<file path="config.mk">
export PLATFORM = sky130hd
export DESIGN_NAME = my_mux8way_rr
export DESIGN_NICKNAME = d
export VERILOG_FILES = /design/src/rtl/my_mux8way_rr.sv
export SDC_FILE = /design/constraint.sdc
export NUM_CORES = 1
export LEC_CHECK = 0
export BUFFER_PORTS_ARGS = -buffer_cell sky130_fd_sc_hd__buf_4
export CAP_MARGIN = 10
export CORE_MARGIN = 2
export CORE_UTILIZATION = 40
export CTS_CLUSTER_DIAMETER = 30
export CTS_CLUSTER_SIZE = 14
export DETAILED_ROUTE_END_ITERATION = 8
export REMOVE_ABC_BUFFERS = 1
export SKIP_LAST_GASP = 1
export SYNTH_ARGS = -nofsm -noshare
export SYNTH_HDL_FRONTEND = slang
export SYNTH_HIERARCHICAL = 1
export SYNTH_SLANG_ARGS = --single-unit
</file>
<file path="constraint.sdc">
create_clock -name clk -period 5.3 [get_ports clk]
set_clock_uncertainty 0.15 [all_clocks]
set_input_delay 1.59 -clock clk [delete_from_list [all_inputs] [get_ports clk]]
set_output_delay 1.59 -clock clk [all_outputs]
set_load 0.05 [all_outputs]
</file>
<file path="src/rtl/my_mux8way_rr.sv">
// 8-way round-robin arbitrating mux with a one-word registered output stage.
// Optional transfer counter (out_count) enabled by defining MY_MUX8WAY_RR_CNT_EN.

module my_mux8way_rr_lane #(
   parameter int WIDTH = 1
) (
   input  logic             gnt,
   input  logic [WIDTH-1:0] data,
   output logic [WIDTH-1:0] masked
);
   assign masked = data & {WIDTH{gnt}};
endmodule

module my_mux8way_rr #(
   parameter int WIDTH = 1
) (
   input  logic               clk,
   input  logic               rst,
   input  logic [7:0]         in_valid,
   input  logic [8*WIDTH-1:0] in_data,
   output logic [7:0]         in_ready,
   output logic               out_valid,
   input  logic               out_ready,
   output logic [WIDTH-1:0]   out_data,
`ifdef MY_MUX8WAY_RR_CNT_EN
   output logic [15:0]        out_count,
`endif
   output logic [2:0]         out_sel
);

   logic [2:0]                  ptr;
   logic [2:0]                  gnt_idx;
   logic [7:0]                  gnt_oh;
   logic                        load;
   logic [7:0][WIDTH-1:0]       lane_data;
   logic [WIDTH-1:0]            gnt_data;

   // Search ptr+1 .. ptr+8; k=8 wraps back onto ptr itself.
   always_comb begin
      logic       found;
      logic [2:0] idx;
      found   = 1'b0;
      gnt_idx = 3'd0;
      idx     = 3'd0;
      for (int k = 1; k <= 8; k++) begin
         idx = 3'(ptr + 3'(k));
         if (!found && in_valid[idx]) begin
            found   = 1'b1;
            gnt_idx = idx;
         end
      end
   end

   assign load     = (!out_valid || out_ready) && (|in_valid) && !rst;
   assign gnt_oh   = 8'b1 << gnt_idx;
   assign in_ready = load ? gnt_oh : 8'h00;

   genvar i;
   generate
      for (i = 0; i < 8; i++) begin : g_lane
         my_mux8way_rr_lane #(.WIDTH(WIDTH)) u_lane (
            .gnt    (gnt_oh[i]),
            .data   (in_data[i*WIDTH +: WIDTH]),
            .masked (lane_data[i])
         );
      end
   endgenerate

   always_comb begin
      gnt_data = '0;
      for (int j = 0; j < 8; j++) gnt_data = gnt_data | lane_data[j];
   end

   always_ff @(posedge clk) begin
      if (rst) begin
         out_valid <= 1'b0;
         out_data  <= '0;
         out_sel   <= 3'd0;
         ptr       <= 3'd7;
      end else if (load) begin
         out_valid <= 1'b1;
         out_data  <= gnt_data;
         out_sel   <= gnt_idx;
         ptr       <= gnt_idx;
      end else if (out_ready) begin
         out_valid <= 1'b0;
      end
   end

`ifdef MY_MUX8WAY_RR_CNT_EN
   always_ff @(posedge clk) begin
      if (rst)                         out_count <= 16'h0000;
      else if (out_valid && out_ready) out_count <= out_count + 16'h0001;
   end
`endif

endmodule

</file>
* Yosys cells after proc, flatten, opt, wreduce, memory -nomap -nowiden *
Index checks and enable logic that the tools add are counted.

storage, ports and cells
  register bits after elaboration = 8
  input bits = 19
  word-level logic and storage cells = 90

cells by class
  add/sub/neg operators = 7
  order comparisons = 8
  shift operators = 1
  mux-type cells = 34
  bitwise logic cells = 15
  reduce and logical (&&, ||, !) cells = 21

operators with widths
  cell                   number
  $lt A3 B4 Y1 const B   8
  $bmux W1 S3            8
  $mux W3                8
  $mux W1                17
  $add A3 B3 Y3 const B  4
  $logic_and A1 B1 Y1    9
  $logic_not A1 Y1       9
  $and A1 B1 Y1          8
  $mux W8                1
  $reduce_or A8 Y1       1
  $shl A1 B3 Y8 const A  1
  $or A1 B1 Y1           7
  $add A3 B2 Y3 const B  2
  $add A3 B1 Y3 const B  1
  $reduce_bool A2 Y1     1
  $logic_or A1 B1 Y1     1

* Longest topological paths before layout *
  word-level depth = 34
  mapped depth = 17
  gate-level depth less buffers = 12

* Cells and area by module *
The synthesis kept the hierarchy.

by module, submodules not included
  module              times used  cells an instance  area an instance (µm²)
  my_mux8way_rr       1           178                1590.3
  my_mux8way_rr_lane  8           1                  6.3

* Worst setup path before layout *
Ideal clock, no wire load.

  kind = input to output
  from = in in_valid[5]
  to = out in_ready[3]
  data arrival time = 4408 ps
  required time = 3560 ps
  setup slack = -848 ps
  stages = 8
  cells stage by stage = buf_2 > mux4_2 > or4_4 > nor3_4 > o21ai_2 > o211ai_2 > nand2_2 > nor3_1

between the ends
  longest elaborated chain between the ends = 26

ends and longest elaborated chain
  element                        line  RTL
  from (decl)                    19    input logic [7:0] in_valid,
  $bmux W1 S3                    47    if (!found && in_valid[idx]) begin
  $mux W1 (implied by the code)  47
  $mux W1                        47
  $logic_not A1 Y1               47
  $logic_and A1 B1 Y1            47
  $mux W1                        47
  $logic_not A1 Y1               47
  $logic_and A1 B1 Y1            47
  (+10 left out)                 n/a
  $logic_not A1 Y1               47
  $logic_and A1 B1 Y1            47
  $mux W1                        47
  $logic_not A1 Y1               47
  $logic_and A1 B1 Y1            47
  $mux W3                        47
  $shl A1 B3 Y8                  55    assign gnt_oh = 8'b1 << gnt_idx;
  $mux W8 (*)                    56    assign in_ready = load ? gnt_oh : 8'h00;
  to (decl)                      21    output logic [7:0] in_ready,

Mark *: on every way between the ends. The rest lies on a longest branch, timed or not. The select of a mux whose other input is x is not followed.

* Final worst setup path *
  from = in in_valid[2]
  to = out in_ready[5]

The elaborated chain is that of the path after synthesis.

==> flow_metrics.py <==
metrics = {
    "yosys": {
        "ys_ff_latch": 8,
        "synth_flop_cell": "dfxtp_1",
        "synthArstFlopShare": 0,
        "synthCells": 186,
        "syn_area_per_cell_um2": 8.82,
        "ys_warn_count": 6,
        "yosysUniqueCellTypes": 53,
        "synth_edf_count": 0,
        "netlist_area_mm2": 0.00164,
        "yosysSeqAreaShare": 0.0976,
    },
    "job": {
        "maxCapViolCount": 0,
    },
    "floorplanning": {
        "core-area_mm2": 0.00397,
        "die_h_um": 68.0,
        "fp-row-count": 23,
        "die_area_mm2": 0.00463,
        "die_x_um": 68.0,
        "num_io_pins": 32,
        "initial_core_util": 0.413,
    },
    "detailed_routing": {
        "wl_per_cell_um": 15.8,
        "vias": 1739,
        "routed_wirelength_um": 4780,
        "vias_per_cell": 5.74,
        "drt_iter0_drc": 62,
        "drc_errors": 0,
        "ant_nets": 0,
        "first_pass_iters": 4,
    },
    "placement": {
        "placed_cell_area_mm2": 0.00219,
        "portBuffers": 31,
        "globalplace.congestion": 0.827,
        "hpwl_um": 3770,
    },
    "critical_path": {
        "crit_required_ns": 3.56,
        "cp_max_fo": 6,
        "cp_common_cell": "nor3_4",
        "path_cells": "buf_8 -> mux4_2 -> or4_4 -> nor3_4 -> o21ai_4 -> o21a_1 -> o21a_4 -> nor3_4 -> buf_6",
        "crit_type": "in -> out",
        "arrival_ns": 3.85,
        "endpoint_kind": "output port",
        "cpPeakStageDelay_ns": 0.58,
        "critPathLaunchType": "input port",
        "cp_slowest_cell": "or4_4",
    },
    "timing": {
        "period_needed_ns": 5.59,
        "tightest_slew_ns": 0.676,
        "fin_hold_ws_ns": 0.318,
        "fin_ws_ns": -0.287,
        "fin_setup_tns_ns": -1.84,
        "maxClockFrequency_mhz": 179,
        "rsz0062_at_grt": "yes",
        "setup_viol": 8,
        "relSlewSlack": 0.549,
        "drv_slew": 0,
        "period_share": 1.05,
        "finalHoldViolations": 0,
    },
    "clock_tree": {
        "cts_buffer_depth": 2,
        "cts_made_buffers": 3,
        "tritoncts": "done",
        "h-tree-depth": 1,
        "clockRootBuffer": "clkbuf_8",
        "clkTransAtPathRegs_ns": 0.05,
        "clkSinkCount": 8,
        "clk_latency_ns": 0.23,
    },
    "final_layout": {
        "antennaDiodeCount": 0,
        "design_area_mm2": 0.00239,
        "drive_above_1_share": 0.510,
        "area_growth_pct": 45.8,
        "layout.nets": 276,
    },
    "global_route": {
        "track_usage": 0.214,
        "grt_pass1_vias": 1663,
        "grt_max_degree": 22,
        "grt_overflow_total": 0,
        "antenna_found_initial": 0,
        "grt_pass1_wl_um": 7600,
    },
    "run_status": {
        "violations": "negative setup slack",
        "status": "finished with violations",
    },
    "min_path": {
        "hold_path_class": "reg -> reg",
    },
    "power_and_ir_drop": {
        "ir_drop_v": 0.000270,
        "p_leak_nw": 1.03,
        "power_density_mw_per_mm2": 734,
    },
}
-- cells in the mapped netlist (3+ instances only) --
cell / n / area share
xnor2_1: 3 / 0.016
a21oi_1: 7 / 0.021
mux4_2: 16 / 0.22
buf_2: 7 / 0.021
mux2i_1: 9 / 0.055
o21ai_0: 3 / 0.0092
dfxtp_1: 8 / 0.098
nor2b_1: 3 / 0.011
nor3_1: 14 / 0.043
nand3_1: 4 / 0.012
nand2_1: 14 / 0.032
nor3_2: 8 / 0.049
clkbuf_1: 7 / 0.016
mux2_1: 7 / 0.048
inv_1: 6 / 0.014
nor2_1: 10 / 0.023
nand2b_1: 4 / 0.015
and2_1: 10 / 0.038
-- layout by cell type (no fill, tap or decap), types with 3 or more instances in the layout --
cell type and count:
nor2_1 10, xnor2_1 3, nor3_2 5, nor2b_1 3, nand2b_1 4, buf_8 4
mux2i_1 9, nand2_2 3, o21ai_0 3, mux4_2 16, buf_4 68, nor3_4 6
inv_1 6, mux2_1 7, a21oi_1 7, buf_6 9, clkbuf_8 3, dfxtp_1 8
and2_1 9, nand3_1 4, nor3_1 12, nand2_1 11
-- cell type report --
type	instances	area [um^2]
Multi-Input combinational cell	154	1430
Timing Repair Buffer	81	672
Sequential cell	8	160
Clock buffer	3	41.3
Inverter	7	26.3
Fill cell	361	1580
Tap cell	50	62.6
-- per-stage QoR --
| stage | worst slack [ns] | utilization | cells | power, mW |
|---|---|---|---|---|
| finish | -0.287 | 0.602 | 303 | 1.76 |
| global route | -0.349 | 0.602 | 303 | 1.88 |
| CTS | -0.270 | 0.596 | 302 | 1.73 |
| detailed placement | -0.303 | 0.550 | 295 | 1.54 |
| global placement | -0.230 | 0.550 | 295 | 1.50 |
| floorplan | -0.779 | - | 169 | 1.03 |
-- routing by layer --
metal  GRT usage  share of wire  wire, um
met1       0.254           0.41      1960
met3      0.0313          0.034       164
met5           0              0         0
met4     0.00500              0         0
met2       0.422           0.55      2650
-- sequential cells by signal, summed over array words and instances, names as in the netlist --
register   flops
out_data       1
ptr            3
out_sel        3
out_valid      1
-- power by group --
group	leakage (nW)	internal (mW)	switching (mW)	total [mW]
Combinational	0.937	0.742	0.834	1.58
Clock	0.0216	0.0494	0.0260	0.0754
Sequential	0.0667	0.0786	0.0261	0.105
-- worst paths after layout --
kind | depth (start not counted) | startpoint | end | slack [ns]
max | 9 | in_valid[2] | in_ready[5] | -0.29
min | 2 | out_sel[0] | out_sel[0] | 0.32
min reg2reg | 2 | out_sel[0] | out_sel[0] | 0.32
max reg2reg | 15 | ptr[0] | out_data | 1.26
-- critical path, delay by kind of cell --
family	cells	cell delay [ns]
and+or+nand+nor	3	0.99
AOI/OAI and AO/OA	3	0.51
muxes	1	0.48
buffers and inverters	2	0.28
-- what timing repair did --
item	4_1_cts	5_1_grt
pin swaps	7	2
buffers inserted	4	1
setup endpoints to repair	8	8
hold buffers	0	0
gates cloned	0	0
gates resized for setup	27	4
-- logic make-up after synthesis --
kind of cell | synth area share
multiplexers | 0.336
AND/OR/NAND/NOR | 0.280
XOR/XNOR | 0.0214
AO/OA/AOI/OAI | 0.180
buffers and inverters | 0.0694
adder cells (fa/ha/maj) | 0.0153
flip-flops | 0.0976
No activity file was read; power rests on OpenSTA's default activity.
